==> src/rtl/loader_pkg.sv <==
// ============================================================================
// Module   : loader_pkg
// Brief    : Shared state encoding and frame geometry for the operand loader.
// Revision : 1.0 - initial release
// ============================================================================
`default_nettype none

package loader_pkg;

    localparam int NUM_A     = 16;
    localparam int NUM_B     = 9;
    localparam int FRAME_LEN = NUM_A + NUM_B;

    typedef enum logic [1:0] {
        ST_LOAD  = 2'd0,
        ST_CHECK = 2'd1,
        ST_ISSUE = 2'd2,
        ST_WAIT  = 2'd3
    } state_t;

endpackage

`default_nettype wire

==> src/rtl/loader_checksum.sv <==
// ============================================================================
// Module   : loader_checksum
// Brief    : Running XOR accumulator over a frame; clear restarts the sum and
//            may coincide with the first enabled byte of the next frame.
// Revision : 1.0 - initial release
// ============================================================================
`default_nettype none

module loader_checksum #(
    parameter int DATA_W = 8
) (
    input  logic              clk,
    input  logic              rst,
    input  logic              i_clear,
    input  logic              i_en,
    input  logic [DATA_W-1:0] i_data,
    output logic [DATA_W-1:0] o_sum
);

    logic [DATA_W-1:0] r_sum;

    always_ff @(posedge clk) begin
        if (rst) begin
            r_sum <= '0;
        end else if (i_clear) begin
            r_sum <= i_en ? i_data : '0;
        end else if (i_en) begin
            r_sum <= r_sum ^ i_data;
        end
    end

    assign o_sum = r_sum;

endmodule

`default_nettype wire

==> src/rtl/operand_loader.sv <==
// ============================================================================
// Module   : operand_loader
// Brief    : Streams a 4x4 A and 3x3 B operand frame byte-by-byte, then issues a
//            run pulse and waits for done_i. Optional macro LOADER_CHECKSUM_EN
//            adds a trailing XOR checksum byte.
// Revision : 1.0 - initial release
// ============================================================================
`default_nettype none

module operand_loader
    import loader_pkg::*;
#(
    parameter int DATA_W = 8
) (
    input  logic                  clk,
    input  logic                  reset,
    input  logic                  in_valid,
    input  logic [DATA_W-1:0]     in_data,
    output logic                  in_ready,
    input  logic                  done_i,
    output logic [16*DATA_W-1:0]  a_o,
    output logic [9*DATA_W-1:0]   b_o,
    output logic                  run,
    output logic                  busy,
    output logic                  err
);

    localparam logic [4:0] c_last_idx = 5'(FRAME_LEN - 1);
    localparam logic [4:0] c_num_a    = 5'(NUM_A);

    state_t            r_state;
    logic [4:0]        r_idx;
    logic              r_run;
    logic              r_busy;
    logic              r_ready;
    logic [DATA_W-1:0] r_a [NUM_A];
    logic [DATA_W-1:0] r_b [NUM_B];

    logic              w_accept;
    logic              w_load_wr;
    logic              w_issue_ok;
    logic [3:0]        w_b_idx;

    assign w_accept  = in_valid && r_ready;
    assign w_load_wr = w_accept && (r_state == ST_LOAD);
    assign w_b_idx   = 4'(r_idx - c_num_a);

`ifdef LOADER_CHECKSUM_EN
    logic              w_frame_start;
    logic [DATA_W-1:0] w_sum;

    // Restarting at index 0 discards whatever a failed or reset frame left.
    assign w_frame_start = (r_state == ST_LOAD) && (r_idx == 5'd0);

    loader_checksum #(
        .DATA_W (DATA_W)
    ) u_checksum (
        .clk     (clk),
        .rst     (reset),
        .i_clear (w_frame_start),
        .i_en    (w_load_wr),
        .i_data  (in_data),
        .o_sum   (w_sum)
    );

    assign w_issue_ok = (in_data == w_sum);
    // Combinational so the failure pulse lives strictly inside the CHECK cycle.
    assign err        = (r_state == ST_CHECK) && w_accept && !w_issue_ok;
`else
    assign w_issue_ok = 1'b1;
    assign err        = 1'b0;
`endif

    always_ff @(posedge clk) begin
        if (reset) begin
            r_state <= ST_LOAD;
            r_idx   <= '0;
            r_run   <= 1'b0;
            r_busy  <= 1'b0;
            r_ready <= 1'b1;
        end else begin
            r_run <= 1'b0;
            case (r_state)
                ST_LOAD: begin
                    if (w_accept) begin
                        if (r_idx == c_last_idx) begin
                            r_idx <= '0;
`ifdef LOADER_CHECKSUM_EN
                            r_state <= ST_CHECK;
`else
                            r_state <= ST_ISSUE;
                            r_run   <= 1'b1;
                            r_busy  <= 1'b1;
                            r_ready <= 1'b0;
`endif
                        end else begin
                            r_idx <= r_idx + 5'd1;
                        end
                    end
                end
`ifdef LOADER_CHECKSUM_EN
                ST_CHECK: begin
                    if (w_accept) begin
                        r_idx <= '0;
                        if (w_issue_ok) begin
                            r_state <= ST_ISSUE;
                            r_run   <= 1'b1;
                            r_busy  <= 1'b1;
                            r_ready <= 1'b0;
                        end else begin
                            r_state <= ST_LOAD;
                        end
                    end
                end
`endif
                ST_ISSUE: begin
                    r_state <= ST_WAIT;
                end
                ST_WAIT: begin
                    if (done_i) begin
                        r_state <= ST_LOAD;
                        r_idx   <= '0;
                        r_busy  <= 1'b0;
                        r_ready <= 1'b1;
                    end
                end
                default: begin
                    r_state <= ST_LOAD;
                    r_idx   <= '0;
                    r_busy  <= 1'b0;
                    r_ready <= 1'b1;
                end
            endcase
        end
    end

    always_ff @(posedge clk) begin
        if (reset) begin
            for (int k = 0; k < NUM_A; k++) r_a[k] <= '0;
            for (int j = 0; j < NUM_B; j++) r_b[j] <= '0;
        end else if (w_load_wr) begin
            if (r_idx < c_num_a) begin
                r_a[r_idx[3:0]] <= in_data;
            end else begin
                r_b[w_b_idx] <= in_data;
            end
        end
    end

    for (genvar k = 0; k < NUM_A; k++) begin : g_pack_a
        assign a_o[DATA_W*k +: DATA_W] = r_a[k];
    end

    for (genvar j = 0; j < NUM_B; j++) begin : g_pack_b
        assign b_o[DATA_W*j +: DATA_W] = r_b[j];
    end

    assign in_ready = r_ready;
    assign run      = r_run;
    assign busy     = r_busy;

endmodule

`default_nettype wire

==> config.mk <==
export PLATFORM = sky130hd
export DESIGN_NAME = operand_loader
export DESIGN_NICKNAME = d
export VERILOG_FILES = /design/src/rtl/loader_pkg.sv /design/src/rtl/loader_checksum.sv /design/src/rtl/operand_loader.sv
export SDC_FILE = /design/constraint.sdc
export NUM_CORES = 1
export LEC_CHECK = 0
export ABC_CLOCK_PERIOD_IN_PS = 3000
export CAP_MARGIN = 20
export CORE_MARGIN = 8
export CORE_UTILIZATION = 40
export DETAILED_ROUTE_END_ITERATION = 6
export DONT_BUFFER_PORTS = 1
export GPL_ROUTABILITY_DRIVEN = 0
export MAX_ROUTING_LAYER = met4
export PLACE_DENSITY = 0.66
export SYNTH_ARGS = -nofsm -noshare
export SYNTH_HDL_FRONTEND = slang
export SYNTH_SLANG_ARGS = --single-unit
==> constraint.sdc <==
create_clock -name clk -period 3 [get_ports clk]
set_input_delay 0.3 -clock clk [delete_from_list [all_inputs] [get_ports clk]]
set_output_delay 0.3 -clock clk [all_outputs]
set_load 0.05 [all_outputs]
Yosys cells after proc, flatten, opt, wreduce, memory -nomap -nowiden. Memories as Yosys holds them, arrays and structs flattened. Index checks and enable logic that the tools add are counted.

Register bits: 10. Memories kept: 2. Memory bits (writable): 200. Word-level logic and storage cells: 61.

Memories: r_a (words 16, bits a word 8, read ports 16, clocked after Yosys merged registers in 0, write ports 16, line operand_loader.sv:36) `logic [DATA_W-1:0] r_a [NUM_A];`; r_b (words 9, bits a word 8, read ports 9, clocked after Yosys merged registers in 0, write ports 9, line operand_loader.sv:37) `logic [DATA_W-1:0] r_b [NUM_B];`.

Equality and inequality tests: 6. Muxes and demuxes: 33. Reduce and logical (&&, ||, !) cells: 9. Bitwise gates (word level): 3. $add $sub $neg: 2. Order comparisons: 1.

Operator list (count): $mux W1 (19); $mux W8 (2); $reduce_or A8 Y1 (2); $mux W5 (3); $pmux W5 S3 (1); $mux W4 (2); $mux W2 (3); $pmux W1 S3 (2); $pmux W2 S3 (1); $reduce_and A3 Y1 (2); $add A5 B1 Y5 const B (1); $eq A5 B5 Y1 const B (1); $lt A5 B5 Y1 const B (1); $eq A2 B2 Y1 const B (2); $ne A2 B2 Y1 const B (2); $reduce_and A4 Y1 (1); $sub A4 B1 Y4 const B (1); $not A1 Y1 (3); $reduce_or A3 Y1 (1); $logic_and A1 B1 Y1 (2); $logic_not A2 Y1 (1); $ne A2 B1 Y1 const B (1).

Longest topological paths before layout. Gate-level depths: netlist of the first run.

Depth after elaboration: 7. Mapped depth: 6. Mapped depth without buffers: 5.

Worst setup path after synthesis of the first run. OpenSTA, ideal clock, no wires.

Kind: reg-to-reg. Start point: register r_ready, in the netlist in_ready. End point: memory r_a[15][0], enable pin. Slack: 864 ps. Stages on the path, launching flop included: 5. Data required time: 2625 ps. Data arrival time: 1761 ps. Path through: dfxtp_1 > buf_2 > clkbuf_1 > nand3b_1 > o21bai_1.

RTL lines: start: declaration (line operand_loader.sv:35) `logic r_ready;`; start signal: assignment (line operand_loader.sv:80) `r_ready <= 1'b1;`; start signal: assignment (line operand_loader.sv:94) `r_ready <= 1'b0;`; start signal: assignment (line operand_loader.sv:124) `r_ready <= 1'b1;`; end: declaration (line operand_loader.sv:36).

Final worst setup path of the first run.
Start point: register r_idx[0]. End point: register r_state[1].

Longest elaborated chain between the ends: 3.

Ends and longest elaborated chain: start: declaration (line operand_loader.sv:32) `logic [4:0] r_idx;`; start signal: assignment (line operand_loader.sv:97) `r_idx <= r_idx + 5'd1;`; $eq A5 B5 Y1 (line operand_loader.sv:86) `if (r_idx == c_last_idx) begin`; $ne A2 B1 Y1 (no line); $reduce_and A3 Y1 (no line); end signal: assignment (line operand_loader.sv:76) `r_state <= ST_LOAD;`; end signal: assignment (line operand_loader.sv:91) `r_state <= ST_ISSUE;`; end signal: assignment (line operand_loader.sv:117) `r_state <= ST_WAIT;`; end: declaration (line operand_loader.sv:31) `state_t r_state;`.

No other way between the ends. A chain may end at the register's enable or synchronous reset.

==> results of run 1 <==
-- worst max path at each step --
stage               startpoint    endpoint  slack (ps)  cells past startpoint
floorplan             in_ready  r_a[15][0]         860                      4
global placement    r_state[0]   r_a[2][6]         960                      4
detailed placement  r_state[0]   r_a[2][3]         840                      4
CTS                   r_idx[0]  r_state[1]         790                      7
global route          r_idx[0]  r_state[1]         550                      7
finish                r_idx[0]  r_state[1]         770                      7
-- state kept, by name, summed over array words and instances, names as in the netlist --
signal,count
r_a,128
r_b,72
r_idx,5
r_state,2
busy,1
in_ready,1
run,1
-- metal layers --
layer | track usage | wire [um] | part of all wire
met5 | - | 0 | 0
met4 | 0.0659 | 580 | 0.026
met3 | 0.0629 | 2310 | 0.10
met2 | 0.288 | 10800 | 0.49
met1 | 0.210 | 8450 | 0.38
-- layout make-up --
type	instances	area, um^2	share of cell area
sequential	210	6210	0.696
multi-input combinational	321	1540	0.173
clock buffer	24	537	0.0602
tap	265	332	0.0372
timing repair buffer	23	190	0.0213
clock inverter	12	106	0.0119
inverter	3	11.3	0.00126
-- cell usage in the layout (no fill, tap or decap), types with 3 or more instances in the layout --
cell and count:
and2_1 8, a21oi_1 5, dfxtp_1 10, dlygate4sd3_1 7, ha_1 4, clkinv_1 6, o21ai_0 5, clkinv_2 3
clkbuf_1 3, nand3_1 3, a31oi_1 3, nand4_1 6, nor2_1 196, nand2_1 36, a21o_1 19, clkbuf_16 21
edfxtp_1 200, a41o_1 3, inv_1 3, buf_4 16
-- report_power, final --
| group | leakage, nW | switching [mW] | total (mW) | internal [mW] |
|---|---|---|---|---|
| Sequential | 2.15 | 0.451 | 3.77 | 3.32 |
| Combinational | 0.624 | 0.180 | 0.225 | 0.0455 |
| Clock | 0.316 | 1.04 | 2.49 | 1.45 |
-- per-stage QoR --
step	std cells	util	cell area [um^2]	hold WS [ps]
6_report	858	0.458	8920	14.8
5_1_grt	858	0.458	8920	9.40
4_1_cts	857	0.458	8910	0.674
3_5_place_dp	815	0.422	8210	384
3_3_place_gp	815	0.422	8210	382
2_1_floorplan	569	-	7910	478
-- critical path, cell delays in order (launching register included) --
cell	delay (ps)
dfxtp_1	330
inv_1	130
ha_1	170
buf_4	190
nand4b_1	280
a211o_1	390
a21oi_1	140
dlygate4sd3_1	560
-- cells by family (layout without fill, tap and decap cells) --
logic type | count (synthesis) | after routing | share of synthesized area
simple gates | 273 | 273 | 0.150
flops | 210 | 210 | 0.784
compound gates | 43 | 43 | 0.0383
buf+inv | 38 | 62 | 0.0212
fa+ha+maj | 4 | 4 | 0.00632
other cells | 1 | 1 | 0.000474
==> impl_metrics.yaml, run 1 <==
timing:
  worst_pin_slew_ps: 564
  fmax_ghz: 0.448
  final-hold-violation-count: 0
  slew_violations: 0
  min_period_ps: 2230
  finalCritPeriodShare: 0.745
  setup_viol: 0
  worst_slack_ps: 765
  max-slew-margin-rel: 0.620
  finClkSkew_ps: 19.7
  rsz0062_at_grt: "false"
  final.setup.tns_ps: 0
clock_network:
  postCtsHoldBufs: 6
  cts_tree: "done"
  clk_pin_slew_worst_paths_ps: 60
  post_cts_resize_count: 0
  clock_latency_ps: 500
  cts.sinks: 210
  htree_levels: 1
  clockBufferDepth: 3
  cts-root-buf: "clkbuf_16"
  cts_buffers: 21
  cts_setup_buffers: 0
global_routing:
  grt.overflow.total: 0
  grt_pass1_vias: 4468
  track_usage: 0.181
  antenna_found_initial: 0
  grt_pass1_wl_um: 31300
  grt_max_degree: 32
die:
  dieArea_um2: 24500
  core_area_um2: 19500
  dieWidth_um: 157
  initial_utilization: 0.407
  io_pins: 216
  dieHeight_um: 157
  rows: 51
flow_run:
  maxCapViolations: 0
synth:
  synth_nets: 585
  synth_most_common_cell: "edfxtp_1"
  netlist.area_leader.share: 0.759
  synthFlopType: "edfxtp_1"
  netlist_area_um2: 7910
  synth_common_cells: "edfxtp_1, nor2_1, nand2_1"
  synth_edf_count: 200
  synthTopCellsByArea: "edfxtp_1, nor2_1, dfxtp_1"
  syn_avg_cell_area_um2: 13.9
  synth_cell_types: 40
  yosysTopAreaCell: "edfxtp_1"
  ys_warn_count: 0
  ys_seq_area_frac: 0.784
  ys_ff_latch: 210
  synthCells: 569
  async_flop_share: 0
setup_path:
  worstPathArrival_ps: 2680
  ff2ff_path_depth: 7
  rr_startpoint: "r_idx[0]"
  setup.worst_path.start_class: "flop"
  critical_path_class: "flop to flop"
  critPathMaxFanout: 15
  end_kind: "flop"
  regToRegSetupSlack_ps: 770
  crit_required_ps: 3450
  rr_endpoint: "r_state[1]"
finish:
  areaGrowthSynthToFinish_pct: 12.7
  final_nets: 596
  drive_above_1_share: 0.0826
  fillers: 1732
  insertedDiodeCount: 0
detailed_routing:
  drc: 0
  ant_nets: 0
  drt_iter0_drc: 458
  avgViaCountPerCell: 5.37
  drt-total-wl_um: 22200
  wl_per_cell_um: 25.9
  dr_total_vias: 4611
  first_pass_iters: 7
hold_path:
  hold-path-endpoint: "r_b[8][5]"
  holdCritStartpoint: "in_data[5]"
  hp-class: "input pin to flop"
  whs_path_depth: 1
pwr:
  totalPowerFinal_mw: 6.49
  p_leak_nw: 3.09
  vdd_drop_max_v: 0.000255
  power_density_nw_per_um2: 727
placement:
  dp_hpwl_um: 15900
  io_buffers: 0
  place_ws_ps: 844
run_status:
  status: "completed"
Power figures use the tool's default switching activity.
==> inputs of run 2 (changes only) <==
Settings changed: ABC_CLOCK_PERIOD_IN_PS 3000 to 2200.
Clock period 3 ns to 2.2 ns, I/O delays scaled along.
==> run 2 against run 1 <==
Via count shrank 0.35%. First-iteration DRC count shrank 9.6%. Sequential power grew 37%. Critical path depth shrank 4. Core utilization grew 0.51 points. Routed wire length grew 1.8%. Non-clock buffer count grew 9. Critical endpoint is now r_a[5][3]. Largest cell class unchanged.
==> impl_metrics.yaml, run 2 (synthesis results as in run 1) <==
run_status:
  status: "completed"
clock_network:
  cts_tree: "done"
  post_cts_resize_count: 0
  clk_pin_slew_worst_paths_ps: 60
  cts.sinks: 210
  cts-root-buf: "clkbuf_16"
  cts_buffers: 21
  clockBufferDepth: 3
  clock_latency_ps: 490
  cts_setup_buffers: 0
  htree_levels: 1
die:
  dieArea_um2: 24500
  io_pins: 216
  dieHeight_um: 157
  core_area_um2: 19500
  dieWidth_um: 157
  initial_utilization: 0.407
  rows: 51
flow_run:
  maxCapViolations: 0
finish:
  seqCellArea_um2: 6210
  multi_input_area_um2: 1540
  final_nets: 605
  largest_register_ffs: 128
  fin_area_um2: 9020
  areaGrowthSynthToFinish_pct: 14.0
  reg.largest.list: "r_a (128), r_b (72), r_idx (5)"
  final_cell_mix: "edfxtp_1, nor2_1, nand2_1"
  largest_register: "r_a"
  drive_above_1_share: 0.0929
  insertedDiodeCount: 0
  instances_no_fill: 868
  final_common_cell: "edfxtp_1"
  final_util: 0.464
  fillers: 1689
setup_path:
  setup.worst_path.start_class: "flop"
  critical_path_class: "flop to flop"
  critPathMaxFanout: 11
  worstPathArrival_ps: 2160
  end_kind: "flop"
  crit_required_ps: 2350
  regToRegSetupSlack_ps: 190
detailed_routing:
  dr_total_vias: 4595
  drt-total-wl_um: 22600
  ant_nets: 0
  avgViaCountPerCell: 5.29
  first_pass_iters: 5
  drc: 0
  drt_iter0_drc: 414
  wl_per_cell_um: 26.0
timing:
  worst_slack_ps: 191
  holdWs_ps: 25.5
  max-slew-margin-rel: 0.594
  slew_violations: 0
  setup_viol: 0
  worst_pin_slew_ps: 608
  rsz0062_at_grt: "false"
  finalCritPeriodShare: 0.913
  min_period_ps: 2010
  fmax_ghz: 0.498
  finClkSkew_ps: 11.8
  final-hold-violation-count: 0
  final.setup.tns_ps: 0
pwr:
  p_comb_frac: 0.036
  totalPowerFinal_mw: 8.95
  p_seq_frac: 0.575
  p_sw_mw: 2.29
  p_sw_frac: 0.255
  vdd_drop_max_v: 0.000394
  p_leak_nw: 3.13
  pwr-share-clk: 0.390
  power_density_nw_per_um2: 992
  p_int_mw: 6.67
placement:
  placed_cell_area_um2: 8250
  place_ws_ps: 214
  dp_hpwl_um: 16000
  dp_cells: 820
  io_buffers: 0
global_routing:
  grt.overflow.total: 0
  grt_pass1_wl_um: 31300
  grt_max_degree: 29
  grt_pass1_vias: 4466
  track_usage: 0.182
  antenna_found_initial: 0
hold_path:
  hp-class: "input pin to flop"
-- run 2: cell count changes in the layout (fill, tap and decap cells not counted), sizes merged --
cell | before | now
dlygate4sd3 | 7 | 11
inv | 4 | 3
clkbuf | 24 | 30
clkinv | 9 | 4
buf | 16 | 21
clkinvlp | 0 | 1
-- run 2: power by group through the flow --
stage | clock network [mW] | logic (mW) | registers (mW)
final | 3.49 | 0.320 | 5.15
after global placement | 0 | 0.291 | 5.24
after global routing | 3.67 | 0.346 | 5.16
after CTS | 3.53 | 0.324 | 5.15
after floorplan | 0 | 0.203 | 5.17
after detailed placement | 0 | 0.299 | 5.24
-- run 2: path summary, 6_finish.rpt --
kind             from    endpoint  cells after the start
max          r_idx[2]   r_a[5][3]                      3
min          in_valid  r_state[1]                      3
max reg2reg  r_idx[2]   r_a[5][3]                      3
min reg2reg  r_idx[1]    r_idx[1]                      2
-- run 2: worst max-delay path, stage by stage, from the launching register on --
cell     delay (ps)
dfxtp_1         530
nor2b_1         320
and4b_1         440
a21o_1          390
-- run 2: what timing repair did --
action / CTS / global route
setup endpoints to repair: 0 / 0
hold buffers: 11 / 0
endpoints found under the hold margin: 17 / 0
-- run 2: final cells by class --
| type | count | share of cell area |
|---|---|---|
| clock inverter | 7 | 0.00957 |
| tap | 265 | 0.0367 |
| inverter | 3 | 0.00125 |
| sequential | 210 | 0.688 |
| timing repair buffer | 32 | 0.0297 |
| clock buffer | 30 | 0.0642 |
| multi-input combinational | 321 | 0.171 |
-- run 2: routing by layer --
layer | vias to the layer above | routed length, um | global-route usage
met4 | 0 | 580 | 0.0535
met2 | 231 | 11000 | 0.291
met1 | 2280 | 8640 | 0.209
met3 | 45 | 2420 | 0.0700
li1 | 2039 | - | -
met5 | - | 0 | -
